**src/rtl/cnu_msg_gen.sv**
```systemverilog
// Expands compressed min-sum check-node state (min, min2, min_idx, signs) into
// D per-edge check-to-variable messages, one edge per cycle, with a one-deep load buffer.
module cnu_msg_gen #(
  parameter int data_w = 8,
  parameter int idx_w  = 8,
  parameter int D      = 5,
  parameter int OFFSET = 1
) (
  input  logic              clk,
  input  logic              rst_n,
  input  logic              in_valid,
  output logic              in_ready,
  input  logic [data_w-1:0] min,
  input  logic [data_w-1:0] min2,
  input  logic [idx_w-1:0]  min_idx,
  input  logic [D-1:0]      sign_in,
  output logic              out_valid,
  input  logic              out_ready,
  output logic [data_w:0]   msg,
  output logic [idx_w-1:0]  msg_idx,
  output logic              last
);

  localparam int kw = (D > 1) ? $clog2(D) : 1;
  localparam logic [data_w-1:0] off = data_w'(OFFSET);

  typedef struct packed {
    logic [data_w-1:0] min;
    logic [data_w-1:0] min2;
    logic [idx_w-1:0]  idx;
    logic [D-1:0]      sign;
    logic              par;
  } cn_t;

  typedef enum logic {IDLE, EMIT} state_t;

  state_t  state, state_nx;
  cn_t     act, pend, in_cn;
  logic    pend_full;
  logic [kw-1:0] k;
  logic    fire, fin, load, load_act;
  logic [data_w-1:0] mag;

  assign in_cn    = '{min: min, min2: min2, idx: min_idx, sign: sign_in, par: ^sign_in};
  assign in_ready = !pend_full;
  assign load     = in_valid && in_ready;
  assign fire     = out_valid && out_ready;
  assign fin      = fire && last;
  // A load bypasses pending only when active is free now or is retiring with nothing queued.
  assign load_act = load && ((state == IDLE) || (fin && !pend_full));

  always_ff @(posedge clk or negedge rst_n) begin
    if (!rst_n) state <= IDLE;
    else        state <= state_nx;
  end

  always_comb begin
    state_nx = state;
    case (state)
      IDLE: if (load) state_nx = EMIT;
      EMIT: if (fin && !pend_full && !load_act) state_nx = IDLE;
      default: state_nx = IDLE;
    endcase
  end

  always_ff @(posedge clk or negedge rst_n) begin
    if (!rst_n) begin
      act       <= '0;
      pend      <= '0;
      pend_full <= 1'b0;
      k         <= '0;
    end else begin
      if (fin && pend_full) begin
        act       <= pend;
        k         <= '0;
        pend_full <= 1'b0;
      end else if (load_act) begin
        act <= in_cn;
        k   <= '0;
      end else if (fire) begin
        k <= k + 1'b1;
      end
      if (load && !load_act) begin
        pend      <= in_cn;
        pend_full <= 1'b1;
      end
    end
  end

  // Edge matching min_idx gets min2; an out-of-range min_idx matches no edge.
  assign mag = (idx_w'(k) == act.idx) ? act.min2 : act.min;

  always_comb begin
    out_valid = (state == EMIT);
    msg       = {act.par ^ act.sign[k], (mag > off) ? mag - off : '0};
    msg_idx   = idx_w'(k);
    last      = (k == kw'(D - 1));
  end

endmodule

```
**config.mk**
```make
export PLATFORM = sky130hd
export DESIGN_NAME = cnu_msg_gen
export DESIGN_NICKNAME = d
export VERILOG_FILES = /design/src/rtl/cnu_msg_gen.sv
export SDC_FILE = /design/constraint.sdc
export NUM_CORES = 1
export LEC_CHECK = 0
export ABC_CLOCK_PERIOD_IN_PS = 2400
export BUFFER_PORTS_ARGS = -buffer_cell sky130_fd_sc_hd__buf_2
export CORE_ASPECT_RATIO = 1.4
export CORE_UTILIZATION = 54
export CTS_BUF_LIST = sky130_fd_sc_hd__clkbuf_4 sky130_fd_sc_hd__clkbuf_8
export DETAILED_ROUTE_END_ITERATION = 8
export PLACE_DENSITY = 0.78
export SYNTH_ARGS = -nofsm -noshare
export SYNTH_HDL_FRONTEND = slang
export SYNTH_SLANG_ARGS = --single-unit
```
**constraint.sdc**
```tcl
create_clock -name clk -period 2.4 [get_ports clk]
set_clock_uncertainty 0.2 [all_clocks]
set_input_delay 0.6 -clock clk [delete_from_list [all_inputs] [get_ports clk]]
set_output_delay 0.6 -clock clk [all_outputs]
set_load 0.02 [all_outputs]
```
==> results by group <==
Run status
  • Status: finished, violations left
  • Failing checks: setup timing

Detailed routing
  • DR vias/cell: 5.623
  • Residual DRC: 0
  • Post-route ant nets: 0
  • Number of DRC markers in iteration 0: 135
  • Via count: 2519
  • Final wirelength: 7079 um
  • Routed len/inst: 15.80 um
  • DRT Pass-1 Iters: 4

Cells and area
  • Fin nets: 412
  • Area grow syn2layout: 24.22%
  • Cell area after layout: 0.003921 mm2
  • Antenna fix cells: 0
  • Non-filler cells, final: 448
  • Share of cells above drive strength 1: 0.3789

Yosys
  • Synth Warn #: 0
  • Syn_area_per_cell: 10.45 um2
  • Sequential area share after synthesis: 0.5153
  • Biggest area consumer among synthesized cells: dfrtp_1
  • Post-synth EDFFs: 0
  • Synthesis-stage register bit count: 65
  • Async SR Flop Fraction: 1.000
  • Synth top area cells: dfrtp_1 (52%), mux2_2 (12%), nor2_1 (8.4%)
  • Post-synth top area share: 0.5153
  • Library cells used by synthesis: 38
  • Cells after Synth: 302
  • Syn Std Cell Area: 0.003157 mm2
  • Most common cell in the netlist: nor2_1
  • Synth Flop Type: dfrtp_1
  • Commonest cells in the synthesized netlist: nor2_1 (71), dfrtp_1 (65), mux2_2 (33)

Critical path
  • Worst Path Max Fanout: 6
  • Crit Path Category: flip-flop to output port
  • Required @ worst endpoint: 1600 ps
  • CP arrival: 2130 ps
  • CP Launch Type: flip-flop
  • Setup crit end kind: output port

Timing
  • Final hold viol count: 0
  • Fin crit period: 2934 ps
  • Final worst slack: -534.2 ps
  • Final setup vio count: 9
  • Slew HR: 0.6315
  • Worst slew pin tran: 552.8 ps
  • Fin Setup TNS: -4308 ps
  • RSZ-0062 raised after global routing: true
  • Fin. max-slew vios: 0
  • Tcrit/Tclk final: 1.223
  • Max Fclk: 340.8 MHz

GRT
  • First-pass GRT wire length: 11250 um
  • Met1 usage: 0.2960
  • Pin count of the biggest net entering global routing: 33
  • Initial antenna violation count: 0
  • Grt total ovfl: 0
  • GR met2 Demand/Resource: 0.4234
  • Vias in the first global route: 2469
  • Met3 usage: 0.05665
  • Most used routing layer: met2
  • Tot GR Track Use: 0.2484

CTS
  • Longest Clk Path Bufs: 2
  • Hold_buf cts: 0
  • Worst-Skew Late Latency: 340 ps
  • TritonCTS buffer count: 9
  • Root buffer cell: clkbuf_8
  • CTS tree: yes
  • CTS Sinks: 65
  • H-Tree Depth: 3
  • Worst-path clk slew: 70 ps

Power
  • Total power per unit cell area: 1160 mW/mm2
  • Static Leak: 1.771 nW
  • Peak supply drop: 743.0 uV

Hold path
  • Type of the worst min-delay path: primary input to asynchronous set/reset pin

Floorplanning
  • Row count: 32
  • Die ar.: 0.006160 mm2
  • Core box area: 0.005565 mm2
  • Top Ports: 53
  • Die Span Y: 92.47 um
  • Die width: 66.62 um
  • Initial core utilization: 0.5672

Placed design
  • Dpl hpwl: 4888 um
  • Post-DP Area: 0.003646 mm2
  • Buffers added on ports: 47
  • Global placer's final weighted congestion: 0.7968
  • Placed instance count: 429

Flow run
  • Max_cap viols: 0
## area by class of cell
cell class                 instances  area (um2)
inverter                           7       26.28
clock buffer                      11       151.4
tap                               68       85.08
multi-input combinational        214        1461
timing repair buffer              80       551.8
sequential                        65        1628
fill                             401        1644
clock inverter                     3       17.52
## kinds of logic (layout without fill, tap and decap cells)
kind of cell | after synthesis | count (layout) | share of synthesized area
buffers and inverters | 27 | 101 | 0.04281
other | 1 | 5 | 0.001188
AOI/OAI and AO/OA | 52 | 52 | 0.1011
xor gates and xnor gates | 12 | 12 | 0.03329
and+or+nand+nor | 102 | 102 | 0.1514
DFF | 65 | 65 | 0.5153
adders and majority gates | 2 | 2 | 0.007926
muxes | 41 | 41 | 0.1470
## cell usage in the layout (no fill, tap or decap), types with 7 or more instances in the layout
cell	instances
dfrtp_1	64
o22ai_1	29
buf_4	34
mux2_2	32
xnor2_1	8
inv_1	7
clkbuf_8	11
buf_2	41
a21oi_1	11
nor2_1	70
## registers in the layout (all words and copies together) (netlist names)
signal,cells
act,30
out_valid,1
pend,30
k,3
pend_full,1
## critical path, cell delays in order, from the launching register on
cell,delay (ps)
dfrtp_1,390
or4_4,550
nor2_4,140
nand4_4,200
buf_12,210
mux2i_2,150
buf_4,160
## worst paths after layout
path	startpoint	slack [ps]	to	cells past startpoint
max	act[11]	-530	msg[6]	6
min	rst_n	50	act[2]	1
max reg2reg	k[0]	190	pend[10]	8
min reg2reg	pend[9]	310	pend[9]	1
max in group asynchronous	rst_n	1370	k[0]	2
min in group clk	min2[4]	300	pend[18]	2
## layer usage
| metal | vias to the layer above | share of wire |
|---|---|---|
| li1 | 1192 | - |
| met1 | 1255 | 0.42 |
| met2 | 59 | 0.53 |
| met3 | 13 | 0.034 |
| met4 | 0 | 0.019 |
| met5 | - | 0 |
## timing repair
| item | CTS | global route |
|---|---|---|
| hold endpoints to repair | 0 | 0 |
| setup endpoints to repair | 9 | 9 |
| pin swaps | 1 | 1 |
| setup buffers | 2 | 3 |
| gates resized for setup | 4 | 10 |
## stage by stage
step / util / setup WS, ps / total power, mW / hold slack, ps
final: 0.7046 / -534.2 / 4.548 / 47.57
after global routing: 0.7046 / -593.9 / 4.840 / 85.99
after CTS: 0.6924 / -511.7 / 4.478 / 55.85
after detailed placement: 0.6551 / -157.7 / 3.654 / 295.1
after global placement: 0.6551 / -126.4 / 3.568 / 284.9
after floorplan: - / -129.2 / 3.026 / 104.4
## power by group
part           switching, mW  leakage, nW  internal, mW
Clock                  0.389       0.0871         0.415
Combinational          0.946        0.963         0.940
Sequential             0.297        0.722          1.56
Total                   1.63         1.77          2.92
Note: power is estimated with default switching activity, not from simulation.
